--- src/rtl/fp_pkg.sv ---
// Shared floating-point definitions for the TPU multiplier datapath.
// Class encoding, exception flag positions and width-derived constants.
package fp_pkg;

    typedef enum logic [1:0] {
        ZERO,
        NORM,
        INF,
        NAN
    } fp_class_e;

    localparam int FLAG_INEXACT   = 0;
    localparam int FLAG_UNDERFLOW = 1;
    localparam int FLAG_OVERFLOW  = 2;
    localparam int FLAG_INVALID   = 3;

    function automatic int fp_bias(input int exp_w);
        return (1 << (exp_w - 1)) - 1;
    endfunction

    function automatic int fp_emax(input int exp_w);
        return (1 << exp_w) - 1;
    endfunction

    // Quiet NaN: positive sign, all-ones exponent, mantissa MSB set.
    function automatic logic [63:0] fp_qnan(input int exp_w, input int man_w);
        logic [63:0] r;
        r = 64'(fp_emax(exp_w)) << man_w;
        r = r | (64'd1 << (man_w - 1));
        return r;
    endfunction

endpackage

--- src/rtl/fp_round_rne.sv ---
// Round-to-nearest-even on a stored mantissa given guard and sticky.
// carry_o flags a mantissa wrap that the caller turns into exponent+1.
module fp_round_rne
    import fp_pkg::*;
#(
    parameter int MAN_W = 10
) (
    input  logic [MAN_W-1:0] man_i,
    input  logic             guard_i,
    input  logic             sticky_i,
    output logic [MAN_W-1:0] man_o,
    output logic             carry_o
);

    logic           inc;
    logic [MAN_W:0] sum;

    always_comb begin
        inc     = guard_i & (sticky_i | man_i[0]);
        sum     = {1'b0, man_i} + {{MAN_W{1'b0}}, inc};
        man_o   = sum[MAN_W-1:0];
        carry_o = sum[MAN_W];
    end

endmodule

--- src/rtl/fp_mul_pipe.sv ---
// Three-stage pipelined floating-point multiplier with valid/ready flow
// control, round-to-nearest-even, special-value handling and a sideband tag.
module fp_mul_pipe
    import fp_pkg::*;
#(
    parameter int EXP_W = 5,
    parameter int MAN_W = 10,
    parameter int TAG_W = 4
) (
    input  logic                     clk,
    input  logic                     rst_n,
    input  logic                     in_valid,
    output logic                     in_ready,
    input  logic [EXP_W+MAN_W:0]     a,
    input  logic [EXP_W+MAN_W:0]     b,
    input  logic [TAG_W-1:0]         in_tag,
    output logic                     out_valid,
    input  logic                     out_ready,
    output logic [EXP_W+MAN_W:0]     z,
    output logic [TAG_W-1:0]         out_tag,
    output logic [3:0]               flags
);

    localparam int W  = 1 + EXP_W + MAN_W;
    localparam int PW = 2 * MAN_W + 2;
    localparam int XW = EXP_W + 2;

    localparam logic [XW-1:0]    BIAS_X = XW'(fp_bias(EXP_W));
    localparam logic [XW-1:0]    EMAX_X = XW'(fp_emax(EXP_W));
    localparam logic [EXP_W-1:0] EMAX_E = EXP_W'(fp_emax(EXP_W));
    localparam logic [W-1:0]     QNAN   = W'(fp_qnan(EXP_W, MAN_W));

    typedef struct packed {
        logic             sign;
        fp_class_e        ca;
        fp_class_e        cb;
        logic [XW-1:0]    exp;
        logic [PW-1:0]    prod;
        logic [TAG_W-1:0] tag;
    } s1_t;

    typedef struct packed {
        logic             sign;
        fp_class_e        ca;
        fp_class_e        cb;
        logic [XW-1:0]    exp;
        logic [MAN_W-1:0] man;
        logic             inexact;
        logic [TAG_W-1:0] tag;
    } s2_t;

    function automatic fp_class_e classify(
        input logic [EXP_W-1:0] e,
        input logic [MAN_W-1:0] m
    );
        fp_class_e c;
        unique case (1'b1)
            (e == '0):                 c = ZERO;
            (e == EMAX_E && m == '0):  c = INF;
            (e == EMAX_E && m != '0):  c = NAN;
            default:                   c = NORM;
        endcase
        return c;
    endfunction

    logic             v1_q, v1_d, v2_q, v2_d, v3_q, v3_d;
    s1_t              s1_q, s1_d, s1_new;
    s2_t              s2_q, s2_d, s2_new;
    logic [W-1:0]     z_q, z_d, z_new;
    logic [TAG_W-1:0] out_tag_q, out_tag_d;
    logic [3:0]       flags_q, flags_d, flags_new;
    logic             load1, load2, load3;

    // Each stage moves when it is empty or its successor moves.
    always_comb begin
        load3    = !v3_q || out_ready;
        load2    = !v2_q || load3;
        load1    = !v1_q || load2;
        in_ready = load1;
    end

    always_comb begin
        s1_new      = '0;
        s1_new.sign = a[W-1] ^ b[W-1];
        s1_new.ca   = classify(a[W-2 -: EXP_W], a[MAN_W-1:0]);
        s1_new.cb   = classify(b[W-2 -: EXP_W], b[MAN_W-1:0]);
        s1_new.exp  = XW'(a[W-2 -: EXP_W]) + XW'(b[W-2 -: EXP_W]) - BIAS_X;
        s1_new.prod = PW'({1'b1, a[MAN_W-1:0]}) * PW'({1'b1, b[MAN_W-1:0]});
        s1_new.tag  = in_tag;
    end

    logic             hi;
    logic [MAN_W-1:0] man_pre, man_rnd;
    logic             guard, sticky, carry;

    always_comb begin
        hi      = s1_q.prod[PW-1];
        man_pre = hi ? s1_q.prod[PW-2 -: MAN_W] : s1_q.prod[PW-3 -: MAN_W];
        guard   = hi ? s1_q.prod[MAN_W] : s1_q.prod[MAN_W-1];
        sticky  = hi ? |s1_q.prod[MAN_W-1:0] : |s1_q.prod[MAN_W-2:0];
    end

    fp_round_rne #(
        .MAN_W    (MAN_W)
    ) u_round (
        .man_i    (man_pre),
        .guard_i  (guard),
        .sticky_i (sticky),
        .man_o    (man_rnd),
        .carry_o  (carry)
    );

    always_comb begin
        s2_new         = '0;
        s2_new.sign    = s1_q.sign;
        s2_new.ca      = s1_q.ca;
        s2_new.cb      = s1_q.cb;
        s2_new.exp     = s1_q.exp + XW'(hi) + XW'(carry);
        s2_new.man     = man_rnd;
        s2_new.inexact = guard | sticky;
        s2_new.tag     = s1_q.tag;
    end

    logic any_nan, inf_x_zero, any_inf, any_zero, ovf, unf;

    always_comb begin
        any_nan    = (s2_q.ca == NAN) || (s2_q.cb == NAN);
        inf_x_zero = (s2_q.ca == INF && s2_q.cb == ZERO) ||
                     (s2_q.ca == ZERO && s2_q.cb == INF);
        any_inf    = (s2_q.ca == INF) || (s2_q.cb == INF);
        any_zero   = (s2_q.ca == ZERO) || (s2_q.cb == ZERO);
        ovf        = !s2_q.exp[XW-1] && (s2_q.exp >= EMAX_X);
        unf        = s2_q.exp[XW-1] || (s2_q.exp == '0);
        z_new      = '0;
        flags_new  = '0;
        if (any_nan || inf_x_zero) begin
            z_new                   = QNAN;
            flags_new[FLAG_INVALID] = inf_x_zero;
        end else if (any_inf) begin
            z_new = {s2_q.sign, EMAX_E, {MAN_W{1'b0}}};
        end else if (any_zero) begin
            z_new = {s2_q.sign, {(W-1){1'b0}}};
        end else if (ovf) begin
            z_new                    = {s2_q.sign, EMAX_E, {MAN_W{1'b0}}};
            flags_new[FLAG_OVERFLOW] = 1'b1;
            flags_new[FLAG_INEXACT]  = 1'b1;
        end else if (unf) begin
            z_new                     = {s2_q.sign, {(W-1){1'b0}}};
            flags_new[FLAG_UNDERFLOW] = 1'b1;
            flags_new[FLAG_INEXACT]   = 1'b1;
        end else begin
            z_new                   = {s2_q.sign, s2_q.exp[EXP_W-1:0], s2_q.man};
            flags_new[FLAG_INEXACT] = s2_q.inexact;
        end
    end

    always_comb begin
        v1_d      = load1 ? in_valid : v1_q;
        v2_d      = load2 ? v1_q : v2_q;
        v3_d      = load3 ? v2_q : v3_q;
        s1_d      = (load1 && in_valid) ? s1_new : s1_q;
        s2_d      = (load2 && v1_q) ? s2_new : s2_q;
        z_d       = z_q;
        out_tag_d = out_tag_q;
        flags_d   = flags_q;
        if (load3 && v2_q) begin
            z_d       = z_new;
            out_tag_d = s2_q.tag;
            flags_d   = flags_new;
        end
    end

    always_ff @(posedge clk or negedge rst_n) begin
        if (!rst_n) begin
            v1_q      <= 1'b0;
            v2_q      <= 1'b0;
            v3_q      <= 1'b0;
            s1_q      <= '0;
            s2_q      <= '0;
            z_q       <= '0;
            out_tag_q <= '0;
            flags_q   <= '0;
        end else begin
            v1_q      <= v1_d;
            v2_q      <= v2_d;
            v3_q      <= v3_d;
            s1_q      <= s1_d;
            s2_q      <= s2_d;
            z_q       <= z_d;
            out_tag_q <= out_tag_d;
            flags_q   <= flags_d;
        end
    end

    assign out_valid = v3_q;
    assign z         = z_q;
    assign out_tag   = out_tag_q;
    assign flags     = flags_q;

endmodule

--- config.mk ---
export PLATFORM = sky130hd
export DESIGN_NAME = fp_mul_pipe
export DESIGN_NICKNAME = d
export VERILOG_FILES = /design/src/rtl/fp_pkg.sv /design/src/rtl/fp_round_rne.sv /design/src/rtl/fp_mul_pipe.sv
export SDC_FILE = /design/constraint.sdc
export NUM_CORES = 1
export LEC_CHECK = 0
export CAP_MARGIN = 25
export CORE_MARGIN = 2
export CORE_UTILIZATION = 45
export DETAILED_ROUTE_END_ITERATION = 7
export PLACE_DENSITY = 0.76
export SLEW_MARGIN = 10
export SYNTH_ARGS = -nofsm -noshare
export SYNTH_HDL_FRONTEND = slang
export SYNTH_SLANG_ARGS = --single-unit
export TNS_END_PERCENT = 5
--- constraint.sdc ---
create_clock -name clk -period 5.3 [get_ports clk]
set_input_delay 1.325 -clock clk [delete_from_list [all_inputs] [get_ports clk]]
set_output_delay 1.325 -clock clk [all_outputs]
set_load 0.02 [all_outputs]
=== After elaboration in Yosys (flattened, before gate mapping) ===
Index checks and enable logic that the tools add are counted.

* $add $sub $neg: 5
* Bitwise operators: 4
* $mul: 1
* Reduce and logical (&&, ||, !) cells: 34
* Mux-type cells: 19
* Equality and inequality tests: 6
* $lt $le $gt $ge: 1

{| class="wikitable"
|+ Operator list
! kind !! count
|-
| $mux 15 || 4
|-
| $mul 11x11->22 || 1
|-
| $logic_not 10->1 || 2
|-
| $reduce_bool 10->1 || 2
|-
| $mux 16 || 1
|-
| $add 7x1->7 || 2
|-
| $pmux 2 s3 || 2
|-
| $add 10x1->11 || 1
|-
| $eq 5x5->1 const B || 2
|-
| $logic_and 1x1->1 || 10
|-
| $logic_not 5->1 || 2
|-
| $mux 10 || 1
|-
| $reduce_or 10->1 || 1
|-
| $logic_or 1x1->1 || 9
|-
| $mux 3 || 3
|-
| $reduce_or 9->1 || 1
|-
| $eq 2x2->1 const B || 4
|-
| $mux 1 || 8
|-
| $ge 7x5->1 const B || 1
|-
| $logic_not 7->1 || 1
|-
| $sub 6x4->7 const B || 1
|-
| $add 5x5->6 || 1
|-
| $logic_not 1->1 || 4
|-
| $logic_not 2->1 || 2
|-
| 3 further kinds || 4
|}

* Logic and storage cells: 89
* Register bits: 92
* Output and inout bits: 26

=== Logic depth before layout (Yosys ltp) ===
Gate-level depths: netlist (run 1).

* Depth after elaboration: 7
* Gate-level depth with buffers: 20
* Mapped depth without buffers: 18

=== By module ===
From an unflattened synthesis (run 1), not the netlist that was laid out.

* Cell total of the unflattened synthesis: 880
* Area, all modules: 8190.4 um2

{| class="wikitable"
|+ Modules (own cells, without submodules)
! module !! instances !! cells each !! area an instance (um2) !! sequential area each (um2)
|-
| fp_mul_pipe || 1 || 858 || 8015.2 || 2302.2
|-
| fp_round_rne || 1 || 22 || 175.2 || 0.0
|}

=== Worst setup path after synthesis (run 1) ===
No wires, ideal clock.

* Path kind: in2reg
* Start: in a[1]
* End: reg s1_q[21] in the netlist's numbering
* Cell stages on the path: 19
* Arrival time: 5.778 ns
* Setup slack: -0.574 ns
* Library setup time: 0.095 ns
* Cells stage by stage: clkbuf_1 > and2_1 > fa_1 > inv_1 > fa_1 > inv_1 > fa_1 > fa_1 > inv_1 > fa_1 > inv_1 > ha_1 > buf_2 > a21oi_1 > o22ai_1 > a21oi_1 > a21boi_0 > o21a_1 > o31ai_1

* Longest elaborated chain between the ends: 1

{| class="wikitable"
|+ RTL lines
! element !! RTL line !! source
|-
| start: declaration || fp_mul_pipe.sv:14 || <nowiki>input logic [EXP_W+MAN_W:0] a,</nowiki>
|-
| $mul 11x11->22 || fp_mul_pipe.sv:88 || <nowiki>s1_new.prod = PW'({1'b1, a[MAN_W-1:0]}) * PW'({1'b1, b[MAN_W-1:0]});</nowiki>
|-
| end signal: assignment || fp_mul_pipe.sv:178 || <nowiki>s1_q <= '0;</nowiki>
|-
| end signal: assignment || fp_mul_pipe.sv:187 || <nowiki>s1_q <= s1_d;</nowiki>
|-
| end: declaration || fp_mul_pipe.sv:67 || <nowiki>s1_t s1_q, s1_d, s1_new;</nowiki>
|}

No other way between the ends.
A chain may end at the register's enable or synchronous reset.

=== Worst setup path in the final report (run 1) ===
* Start: in a[9]
* End: reg s1_q[22] in the netlist's numbering

The elaborated chain is that of the path after synthesis.

==> summary.md, run 1 <==
Launching element type of the critical path: a primary input. The final reports fail on DRC, setup timing. The pin slew with the least headroom to its limit works out to 0.9142 ns. Counting every sink on the clock net gives 92.

Along the worst path, the maximum fanout reaches 5. The growth of design area from synthesis to finish was 26.63%. Counting I/O delays and the setup requirement, the final critical path takes 5.345 ns.

Pin placement for this block handled 66 I/O pins. Across the routed clock network, the largest skew measured is 0.007583 ns. The post-synthesis sequential element count was 92; the total nets after synthesis was 1097. The tools report the number of H-tree branching levels as 3. The total global routing overflow was 0; the share of cells above drive strength 1 was 0.2258. The run gives 2.01 ns as the register-to-register setup slack. The post-detailed-route via-to-cell ratio is 5.157, and the number of unique standard cell types used by synthesis is 57. The run gives 9 as the remaining design rule violation count. The run finished, with violations left. The number of synthesized flops with an enable pin works out to 0. Dominant register cell in the synthesized netlist: sky130_fd_sc_hd__dfrtp_1.

The initial detailed-routing violation count came out at 243. The fraction of synthesis flops using an asynchronous set or reset pin works out to 1.000. Worst min-delay path class: flop to flop.

Endpoint type of the worst setup path: a flop. The final HPWL from detailed placement came out at 14.59 mm. TritonCTS built the clock tree. The critical path starts at a[9]. Across the run, the number of max-cap violations was 0.

The effective utilization at floorplan is 0.4611, and the final estimated routing congestion in global placement is 0.9486. Average detailed-routed wire length per instance: 14.57 um. The logs give 6570 for the number of vias in the routed layout and 0.2761 for the sequential fraction of the synthesis area.

Clock slew at the register clock pins of the worst setup and hold paths: 0.06 ns. The die is 140.1 um wide. The critical path is of the primary input to flop type. Power spread over the standard cell area amounts to 581.3 nW/um2.

Source of the worst hold timing path: s2_q[2]. Final period utilization: 1.009. Clock tree synthesis inserted a total of 9 buffers. The cell area that synthesis handed to floorplanning was 8339 um2.

The global-route usage over all layers is 0.1947, and the summed area of non-filler cells in the final layout is 10560 um2. Area enclosed by the die boundary: 19640 um2. Entering global routing, the biggest net connects 55 pins. The design draws 6.139 mW. For the insertion delay of the later-clocked pin in the worst-skew pair, the log shows 0.34 ns. The first detailed-routing pass took 8 iterations. Startpoint of the worst register-to-register path: hi.

For the number of nets in the layout, the log shows 1232. Synthesis produced a netlist whose cell count is 905. The run gives 49 as the row count. The tools report the initial antenna violation count as 0. The run gives 187.1 MHz as the maximum clock rate. In this run the cell area measured after placement is 9871 um2.

The number of antenna diodes was 0. The max-slew violation count was 0; the count of endpoints failing setup in the final report was 3. The total area inside the core boundary comes to 18090 um2.

After detailed routing, the total wire length is 18.56 mm. For the relative slew slack, the log shows 0.3883. The logs give 0 for the quantity of hold-fixing buffers added after cts and 0.4392 mV for the worst vdd rail ir drop. Setup repair after global routing could not meet its margin everywhere. The mean instance size in the synthesized netlist was 9.215 um2; the quantity of I/O buffers inserted on ports was 65. For the first-pass GRT wire length, the log shows 31.49 mm. Measured along the y axis, the die boundary spans 140.1 um. The final antenna-violating net count was 0. In this run the clock root is driven by a sky130_fd_sc_hd__clkbuf_16. The via count of the first global-routing pass is 6776.

No sink is reached through more buffers than the 2 on the longest clock path. The least setup slack across all paths after layout came out at -0.04537 ns. The required arrival time at the worst endpoint was 5.48 ns.

The number of synthesis warnings was 0; the worst setup slack after placement was -1.110 ns. Summed over all cells, the static leakage comes to 5.078 nW. The count of endpoints failing hold in the final timing report is 0, and the worst endpoint data arrival time is 5.53 ns.
==> logic make-up after synthesis <==
group	after synthesis	synth area share
flip-flops	92	0.2761
AND/OR/NAND/NOR	280	0.1578
multiplexers	28	0.03811
AO/OA/AOI/OAI	141	0.1070
adder cells (fa/ha/maj)	152	0.3019
buffers and inverters	176	0.08132
XOR/XNOR	36	0.03781
==> area by class of cell <==
type                    instances  area, um2
clock buffers                  10      229.0
clock inverters                 6      63.81
fillers                      1503       7526
inverters                     132      500.5
multi-input cells             637       5756
flip-flops and latches         92       2302
well taps                     229      286.5
repair buffers                168       1423
==> Yosys cell counts (all sizes together) (2+ instances only) <==
master,n,area (um2)
a21o,11,83.83
a311oi,2,17.52
buf,15,73.82
a21boi,2,15.01
o21bai,2,15.01
and3,5,31.28
nand4,7,43.79
nor2,28,105.1
and2,42,262.8
nor3,4,20.02
nand2,149,559.3
a22o,10,87.58
clkbuf,29,108.9
o31ai,3,22.52
ha,70,875.8
nor4,10,62.56
mux2i,7,70.07
nor2b,3,18.77
nand2b,7,43.79
xor2,15,131.4
o41ai,3,45.05
a21oi,30,153.9
o21a,3,22.52
xnor2,21,183.9
fa,82,1642
o21ai,60,304.0
a211oi,4,30.03
inv,132,495.5
dfrtp,92,2302
a31oi,2,12.51
nand3,15,75.07
mux2,20,225.2
and4,3,26.28
nor4b,2,23.77
==> power by group <==
part	total (mW)	leakage, nW	internal, mW	switching [mW]
Sequential	1.16	1.14	0.933	0.222
Combinational	4.36	3.79	2.17	2.18
Clock	0.625	0.139	0.365	0.259
Total	6.14	5.08	3.47	2.67
==> layer usage <==
metal / share of wire / track usage
met5: 0 / 0
met4: 0.023 / 0.07071
met3: 0.034 / 0.02120
met2: 0.50 / 0.3456
met1: 0.44 / 0.2474
==> critical path, cell delays in order <==
cell and delay [ns]:
sky130_fd_sc_hd__clkdlybuf4s15_2 0.26, sky130_fd_sc_hd__nand2_1 0.09, sky130_fd_sc_hd__fa_1 0.48, sky130_fd_sc_hd__inv_1 0.05, sky130_fd_sc_hd__fa_1 0.55, sky130_fd_sc_hd__fa_2 0.45, sky130_fd_sc_hd__fa_1 0.48, sky130_fd_sc_hd__inv_1 0.05
sky130_fd_sc_hd__fa_1 0.49, sky130_fd_sc_hd__inv_2 0.05, sky130_fd_sc_hd__ha_4 0.26, sky130_fd_sc_hd__a21oi_4 0.19, sky130_fd_sc_hd__nor3_4 0.06, sky130_fd_sc_hd__nor4b_2 0.35, sky130_fd_sc_hd__o32ai_4 0.16, sky130_fd_sc_hd__xnor2_1 0.15
sky130_fd_sc_hd__o21ai_1 0.07
==> registers in the layout, indices dropped and copies added (netlist names) <==
signal / flops
out_valid: 1
hi: 1
v1_q: 1
flags: 4
v2_q: 1
out_tag: 4
s2_q: 27
z: 16
s1_q: 37
==> cell usage in the layout, fill, tap and decap left out, types with 9 or more instances in the layout <==
cell                              instances
sky130_fd_sc_hd__buf_2                    9
sky130_fd_sc_hd__o21ai_0                 50
sky130_fd_sc_hd__mux2_2                  20
sky130_fd_sc_hd__inv_2                    9
sky130_fd_sc_hd__a21o_1                  10
sky130_fd_sc_hd__inv_1                  121
sky130_fd_sc_hd__nand3_1                 15
sky130_fd_sc_hd__xor2_1                  15
sky130_fd_sc_hd__buf_6                   12
sky130_fd_sc_hd__clkbuf_16                9
sky130_fd_sc_hd__nand2_1                141
sky130_fd_sc_hd__buf_4                   94
sky130_fd_sc_hd__nor4_1                  10
sky130_fd_sc_hd__and2_1                  37
sky130_fd_sc_hd__clkdlybuf4s50_1         46
sky130_fd_sc_hd__fa_1                    76
sky130_fd_sc_hd__a21oi_1                 24
sky130_fd_sc_hd__ha_4                    14
sky130_fd_sc_hd__nor2_1                  22
sky130_fd_sc_hd__xnor2_1                 20
sky130_fd_sc_hd__dfrtp_1                 92
sky130_fd_sc_hd__a22o_1                  10
sky130_fd_sc_hd__ha_1                    54
==> path summary, 6_finish.rpt <==
check | end | cells after the start
min in group asynchronous | z[11] | 1
max in group asynchronous | s1_q[12] | 2
worst max-delay path | s1_q[22] | 17
worst max register to register | s2_q[21] | 12
worst min-delay path | out_tag[2] | 2
worst min register to register | out_tag[2] | 2
==> stage by stage <==
step / setup TNS, ns / instances / hold WS [ns] / util
2_1_floorplan: -2.065 / 905 / 0.4331 / -
4_1_cts: -0.005803 / 1274 / 0.4632 / 0.5783
6_report: -0.1115 / 1274 / 0.4629 / 0.5839
3_3_place_gp: -12.82 / 1245 / 0.4447 / 0.5458
5_1_grt: -1.583 / 1274 / 0.4875 / 0.5839
3_5_place_dp: -14.54 / 1245 / 0.4483 / 0.5458
==> repair_timing <==
| item | 4_1_cts | 5_1_grt |
|---|---|---|
| resized for setup | 131 | 25 |
| endpoints found under the hold margin | 0 | 0 |
| setup endpoints to repair | 16 | 12 |
| pin swaps | 62 | 3 |
| setup buffers | 14 | 0 |
No activity file was read; power rests on OpenSTA's default activity.
==> run 2, diff against run 1 <==
- ABC_AREA: default -> 1
- CORE_UTILIZATION: 45 -> 65
- PLACE_DENSITY: 0.76 -> 0.95
==> run 2 against run 1 <==
  * The flow still finishes with violations (DRC, setup timing)
  * Worst setup slack worse by 0.011 ns
  * Combinational power grew 5.0%
  * Flip-flop and latch count is the same
  * Maximum frequency is 0.20% lower
  * Cell area decreased by 2.7%
  * Wire length grew 33%
  * Global-route usage is 14 points higher
  * Via count is 26% higher
  * Register-to-register slack worse by 0.04 ns
  * Critical path type unchanged
  * Highest routed layer unchanged
==> summary.md, run 2 <==
Post-synthesis xor/xnor area fraction: 0.01951. The flip-flop count of the largest register, all copies and words added is 37. Leaving out fill and tap cells, the most frequent cells in the layout are 326 x sky130_fd_sc_hd__nand2_1, 223 x sky130_fd_sc_hd__inv_1, 92 x sky130_fd_sc_hd__dfrtp_1, 79 x sky130_fd_sc_hd__fa_1. After the first detailed-routing iteration, the DRC count stood at 900.

The number of cells on the worst reg-to-reg path is 16. The pin count of the biggest net entering global routing was 51; the post-synth design cell area was 8529 um2. The relative slew slack is 0.5711. TritonCTS built the clock tree. The number of synthesized flops with an enable pin works out to 0. The final period utilization is 1.011. The library cell used most frequently in the layout, excluding fill and tap cells, is sky130_fd_sc_hd__nand2_1. The run gives 0 as the max-slew violation count. The initial antenna violation count is 0, and the gate count after technology mapping is 1111. Among cell families on the critical path, the largest total delay comes from adder cells. The final reports fail on DRC, setup timing. The biggest area contributor in the post-synthesis netlist is sky130_fd_sc_hd__dfrtp_1. The repair_antennas step left the layout with diodes totalling 0. The share of cell area taken by muxes after synthesis works out to 0. The first global-routing pass estimated 37.25 mm of wire. The worst setup slack after placement was -0.8109 ns; the final antenna-violating net count was 0. Yosys instantiated no cell more often than sky130_fd_sc_hd__nand2_1. The remaining design rule violation count is 5, and the setup skew after layout is 0.007753 ns. The iteration count of the initial detailed-routing pass is 8, and the setup TNS is -0.07527 ns. The worst endpoint data arrival time came out at 5.59 ns.

Max-cap violations in this run came to 0. For the area enclosed by the die boundary, the log shows 14050 um2. The tools report the number of top-level pins as 66. The wire-length estimate of the detail-placed layout is 16.84 mm. The post-detailed-route via-to-cell ratio was 5.949. The worst min-delay path class is flop to flop. The least setup slack across all paths after layout came out at -0.05617 ns. The synthesized design contains 92 register bits. The die boundary width came out at 118.6 um.

The maximum fanout along the worst path works out to 5. Clock-pin slew was measured on the worst setup and hold paths at 0.06 ns. The power per cell area is 623.9 nW/um2, and the mean instance size in the synthesized netlist is 7.677 um2. The share of Yosys cell area claimed by the top area cell type is 0.2699. STA classifies the critical path endpoint as a flop.

The sequential fraction of the synthesis area is 0.2699. On the critical path, the stage with the largest delay is an instance of sky130_fd_sc_hd__fa_1. The via count of the first global-routing pass was 8201. At the pin with the least slew margin, the transition time is 0.6427 ns.

The commonest cells after synthesis are 347 x sky130_fd_sc_hd__nand2_1, 230 x sky130_fd_sc_hd__inv_1, 92 x sky130_fd_sc_hd__dfrtp_1, 82 x sky130_fd_sc_hd__fa_1, 70 x sky130_fd_sc_hd__ha_1. The post-route minimum period is 5.356 ns. Ranked by total cell area, the synthesized netlist is headed by sky130_fd_sc_hd__dfrtp_1 27%, sky130_fd_sc_hd__fa_1 19%, sky130_fd_sc_hd__nand2_1 15%, sky130_fd_sc_hd__ha_1 10%, sky130_fd_sc_hd__inv_1 10%.

The tools report the total global routing overflow as 0. The worst setup path is launched from a primary input. The power consumption was 6.411 mW; the maximum clock rate was 186.7 MHz. Fill cells in the final layout number 728. On the worst path, the slowest cell contributes a delay of 0.58 ns.

The critical path goes through buf_2 > buf_4 > buf_4 > nand2_1 > fa_1 > fa_1 > inv_1 > ha_1 > fa_1 > inv_1 > fa_1 > inv_1 > ha_4 > nand2_2 > nor2_1 > nand3_2 > nand3_4 > nand2_1 > nand2_1 > nand2_1 > nand3_1 > nand2_1. The average detailed-routed wire length per instance is 17.73 um. The number of hold buffers added after CTS was 0. The tools report the worst vdd rail ir drop as 0.4136 mV. The synthesized-area fraction occupied by and/or/nand/nor cells was 0.2247; the summed area of non-filler cells in the final layout was 10270 um2. Detailed routing inserted a total of 8269 vias. The worst hold path was traced through 2 stages.

The number of buffer and inverter stages on the critical path was 6. The run gives 5485 um2 as the total area of multi-input combinational cells. The tree built by TritonCTS fans out to 92 sinks. STA puts the critical path data required time at 5.53 ns. The area fraction in compound gates after synthesis works out to 0.06748. The post-synthesis adder-cell area fraction was 0.2951.

At the end of routability-driven placement, the weighted congestion stood at 0.9673. The tools report the total clock buffers created by CTS as 9. The dominant cell type by count on the critical path was sky130_fd_sc_hd__nand2_1.

The tools report the row count as 41. For the number of nets in the layout, the log shows 1405. By startpoint and endpoint, the worst setup path is classified as primary input to flop. The flow ran to the end, but the final reports show violations.

The sequential cells in the finished layout cover a total of 2302 um2. The logs give 24.64 mm for the total wire length after detailed routing and 12720 um2 for the area of the core region. After synthesis, the largest family of logic cells by area is adder cells. Share of cells above drive strength 1: 0.1445.

For this run, the leading register cell type out of synthesis is sky130_fd_sc_hd__dfrtp_1. The area growth from synthesis to layout is 20.46%. The register with the most flip-flops in the final layout is s1_q. The root buffer cell chosen for the clock tree is sky130_fd_sc_hd__clkbuf_16.

Setup violations remaining at the end of the flow were counted as 2. The later pin in the worst-skew pair is clocked with a latency of 0.35 ns. Global-route usage over all layers: 0.3303. The Yosys step of the flow raised 0 warnings. Counting buffers and inverters, the worst setup path is 22 cells deep. The fraction of synthesis flops using an asynchronous set or reset pin is 1.000. From bottom edge to top edge, the die measures 118.6 um. After detailed placement, the total cell area comes to 9782 um2. Setup repair after global routing could not meet its margin everywhere. During placement, the flow inserted port buffers numbering 65.

The count of endpoints failing hold in the final timing report came out at 0. The leakage power total was 5.628 nW; the number of H-tree branching levels was 3. Counting along the longest clock path gives a buffer depth of 2.

The effective utilization at floorplan was 0.6704; the number of unique standard cell types used by synthesis was 35. Synthesis produced a netlist with a net count of 1303.
run 2: per-stage QoR:
step / hold slack [ns] / instances / util
global placement: 0.4527 / 1373 / 0.7667
finish: 0.4813 / 1390 / 0.8076
CTS: 0.4882 / 1390 / 0.7959
floorplan: 0.4417 / 1111 / -
detailed placement: 0.4724 / 1374 / 0.7689
global route: 0.5083 / 1390 / 0.8076
run 2: metal layers:
metal	global-route usage	wire [um]	up-vias
li1	-	-	3565
met1	0.3626	8529	3908
met2	0.6149	12700	608
met3	0.04151	1725	188
met4	0.1786	1692	0
met5	0	0	-
run 2: final timing paths:
check                           start       end  slack, ns
worst min register to register   z[2]      z[2]       0.48
max in group asynchronous       rst_n   s2_q[9]       3.70
worst max-delay path             b[2]  s1_q[24]      -0.06
worst max register to register     hi  s2_q[21]       1.97
min in group asynchronous       rst_n   s1_q[0]       0.97
worst min-delay path             z[2]      z[2]       0.48
run 2: kinds of logic (layout without fill, tap and decap cells):
group                    count (synthesis)  count (layout)
AO/OA/AOI/OAI                          109             109
XOR/XNOR                                19              19
adder cells (fa/ha/maj)                152             152
buffers and inverters                  270             377
flip-flops                              92              92
AND/OR/NAND/NOR                        469             469
run 2: area by class of cell:
class                   instances  area share
clock buffers                  13     0.02630
multi-input cells             749      0.5339
well taps                     172     0.02094
repair buffers                128      0.1052
clock inverters                 3    0.004262
inverters                     233     0.08536
flip-flops and latches         92      0.2241
run 2: worst reg2reg max path: stages, from the launching register on:
cell and delay, ns:
sky130_fd_sc_hd__dfrtp_1 0.73, sky130_fd_sc_hd__nand2_1 0.15, sky130_fd_sc_hd__o21ai_2 0.11, sky130_fd_sc_hd__nand2_2 0.11
sky130_fd_sc_hd__inv_1 0.16, sky130_fd_sc_hd__ha_1 0.20, sky130_fd_sc_hd__nand2_1 0.11, sky130_fd_sc_hd__nor2_4 0.18
sky130_fd_sc_hd__nand4_1 0.20, sky130_fd_sc_hd__fa_1 0.42, sky130_fd_sc_hd__inv_1 0.10, sky130_fd_sc_hd__ha_1 0.18
sky130_fd_sc_hd__nand3_1 0.13, sky130_fd_sc_hd__nor2_1 0.13, sky130_fd_sc_hd__nand2_1 0.07, sky130_fd_sc_hd__xor2_1 0.15
sky130_fd_sc_hd__o21ai_0 0.09
run 2: power breakdown:
group | internal [mW] | leakage (nW) | switching (mW)
Sequential | 0.958 | 1.15 | 0.195
Combinational | 1.88 | 4.32 | 2.70
Clock | 0.405 | 0.156 | 0.273
Total | 3.24 | 5.63 | 3.17
run 2: what timing repair did:
action | 4_1_cts | 5_1_grt
pin swaps | 8 | 32
resized for setup | 57 | 92
buffers inserted | 0 | 0
setup endpoints to repair | 16 | 14
==> run 3, diff against run 2 <==
- CORE_UTILIZATION: 65 -> 70
- DONT_BUFFER_PORTS: default -> 1
==> run 3 against run 2 <==
  * The flow now finishes without violations
  * Sequential share of layout area grew 3.4 points
  * Worst setup slack better by 0.29 ns
  * Critical endpoint is now s1_q[21]
  * Highest routed layer unchanged
  * Sequential power rose by 8%
  * Maximum frequency grew 5.7%
  * Register-to-register slack improved by 0.02 ns
  * Critical path type unchanged
==> summary.md, run 3 (synthesis results as in run 2) <==
By startpoint and endpoint, the worst setup path is classified as primary input to flop. The tools report the leakage power total as 5.035 nW. Average detailed-routed wire length per instance: 15.08 um. The flip-flop count of the largest register, all copies and words added came out at 37.

Counting flops per register, the top entry is s1_q. The worst setup path is captured at a flop. The analysis attributes to net switching a power of 2.412 mW. The clock sink total was 92; the count of cells along the worst hold path was 2. The logs give 0 for the remaining design rule violation count and 40 for the row count. The worst setup slack after placement was -0.08645 ns; the setup skew after layout was 0.005775 ns. The initial antenna violation count is 0, and the post-route minimum period is 5.067 ns. The setup check on the worst reg-to-reg path leaves a slack of 1.99 ns. The relative slew slack was 0.5845. The post-CTS setup buffer count came out at 0.

The first TritonRoute pass finished after 5 iterations. The required arrival time at the worst endpoint is 5.53 ns, and the sequential share of power is 0.251. The longest clock path from root to sink contains 2 buffers.

The placed cell count is 1223, and the final standard cell utilization of the core is 0.7472. The fill cell instance count of the final layout is 796, and the growth of design area from synthesis to finish is 4.782%. The pin slew with the least headroom to its limit was 0.6218 ns. The tools report the source of the worst hold timing path as s1_q[37]. Endpoint with the worst hold slack: s2_q[26].

Leaving out fill and tap cells, the most frequent cells in the layout are 344 x sky130_fd_sc_hd__nand2_1, 230 x sky130_fd_sc_hd__inv_1, 92 x sky130_fd_sc_hd__dfrtp_1, 82 x sky130_fd_sc_hd__fa_1, 66 x sky130_fd_sc_hd__ha_1. Input and output buffers added on the ports amount to 0. The logs give 0 for the total global routing overflow and 197.3 MHz for the maximum clock rate.

The final estimated routing congestion in global placement was 0.8850; the least setup slack across all paths after layout was 0.2328 ns. For this run, the number of standard cells in the final layout without fillers is 1239. The detailed router finished its first iteration with 526 violations. The effective utilization at floorplan is 0.7131. The share of cells above drive strength 1 came out at 0.04212.

The worst register-to-register path ends at s2_q[21]. The tools report the via count of the first global-routing pass as 7330. Using the TritonRoute via totals, the vias-per-cell ratio works out to 5.642. The worst min-delay path class was flop to flop. The tools report the total clock buffers created by CTS as 9.

The worst endpoint data arrival time is 5.30 ns. The first global-routing pass estimated 31.87 mm of wire. The quantity of hold-fixing buffers added after cts is 0, and the count of instances resized after the clock tree is built is 0.

The tools report the final antenna-violating net count as 0. The run finished with clean final reports. The tools report the number of antenna diodes as 0. On the final layout, the worst hold slack is 0.4764 ns.

The switching share of power was 0.4886. In this run the clock root is driven by a sky130_fd_sc_hd__clkbuf_16. The tools report the count of endpoints failing hold in the final timing report as 0.

The worst setup path is launched from a primary input. For this design the ratio of total power to cell area is 552.4 nW/um2. The global-route usage over all layers is 0.3059, and the die boundary width is 114.4 um. Clock latency on the worst-skew pair, taken at its later pin, is 0.35 ns.

The summed area of non-filler cells in the final layout is 8937 um2, and the portion of total power attributed to the clock network is 0.133. The pin count of the biggest net entering global routing was 93. After detailed placement, the total cell area comes to 8625 um2. Summed over all nets, the half-perimeter wirelength after detailed placement is 14.39 mm. Leaving out fill and tap cells, the most frequent cell in the layout is sky130_fd_sc_hd__nand2_1. For the power consumption, the log shows 4.937 mW. Area of the core region: 11960 um2. In this run the worst path has a maximum fanout of 12. Summing over every cut layer, the via total after detailed routing is 6990. The routed design has 18.68 mm of wire.

VDD sags by at most 0.3428 mV. TritonCTS built the clock tree. The max-slew violation count is 0, and the number of top-level pins is 66. The fraction of power consumed by combinational cells was 0.616; the path depth of the worst reg2reg path was 16. The count of endpoints failing setup in the final report was 0; the number of nets in the layout was 1279. The H-tree was split into 3 levels.

Clock-pin slew was measured on the worst setup and hold paths at 0.06 ns. Area enclosed by the die boundary: 13080 um2. The die is 114.4 um tall. The setup TNS was 0 ns. The final period utilization works out to 0.9561.

The max-capacitance violation count is 0, and the cell internal power dissipation is 2.525 mW. The startpoint of the worst register-to-register path was hi. Setup repair after global routing left no endpoint under its margin.
## run 3: cell count changes in the layout (fill, tap and decap cells not counted), sizes merged
cell and delta:
buf -77, clkinv +1, clkbuf -5, clkinvlp +1
clkdlybuf4s50 -46
## run 3: worst max-delay path by stage
stage          from       end  slack [ns]  cells past startpoint
2_1_floorplan  a[1]  s1_q[20]      -0.001                     22
3_3_place_gp   a[5]  s1_q[16]        0.04                     19
3_5_place_dp   a[4]  s1_q[21]       -0.09                     18
4_1_cts        a[5]  s1_q[20]        0.29                     21
5_1_grt        a[3]  s1_q[24]        0.03                     19
6_report       a[4]  s1_q[21]        0.23                     18
## run 3: power groups by stage
| stage | clock network (mW) | registers (mW) | logic [mW] |
|---|---|---|---|
| after floorplan | 0 | 1.17 | 2.45 |
| after global placement | 0 | 1.22 | 2.82 |
| after detailed placement | 0 | 1.24 | 2.98 |
| after CTS | 0.666 | 1.23 | 3.02 |
| after global routing | 0.691 | 1.27 | 3.47 |
| final | 0.658 | 1.24 | 3.04 |
## run 3: final cells by class
class                      instances  area [um2]  area share
tap                              147       183.9     0.02058
clock inverter                     5       60.06    0.006720
clock buffer                      11       252.7     0.02828
sequential                        92        2302      0.2576
multi-input combinational        749        5246      0.5870
inverter                         233       877.1     0.09814
timing repair buffer               2       15.01    0.001680
## run 3: critical path, cell delays in order
cell and delay, ns:
sky130_fd_sc_hd__nand2_1 0.06, sky130_fd_sc_hd__fa_1 0.51, sky130_fd_sc_hd__fa_1 0.53, sky130_fd_sc_hd__inv_1 0.05
sky130_fd_sc_hd__ha_1 0.32, sky130_fd_sc_hd__fa_1 0.55, sky130_fd_sc_hd__inv_1 0.06, sky130_fd_sc_hd__fa_1 0.52
sky130_fd_sc_hd__inv_1 0.04, sky130_fd_sc_hd__ha_1 0.36, sky130_fd_sc_hd__a21oi_1 0.26, sky130_fd_sc_hd__nand2_1 0.16
sky130_fd_sc_hd__nand2_1 0.10, sky130_fd_sc_hd__nand3_2 0.11, sky130_fd_sc_hd__nand2_1 0.11, sky130_fd_sc_hd__nand3_1 0.07
sky130_fd_sc_hd__nand3_1 0.08, sky130_fd_sc_hd__nand2_1 0.07
## run 3: per-layer routing
metal | up-vias | track usage | wire length [um]
met5 | - | 0 | 0
met4 | 0 | 0.1195 | 443
met3 | 55 | 0.05717 | 1226
met2 | 286 | 0.5578 | 9748
met1 | 3341 | 0.3552 | 7262
li1 | 3308 | - | -
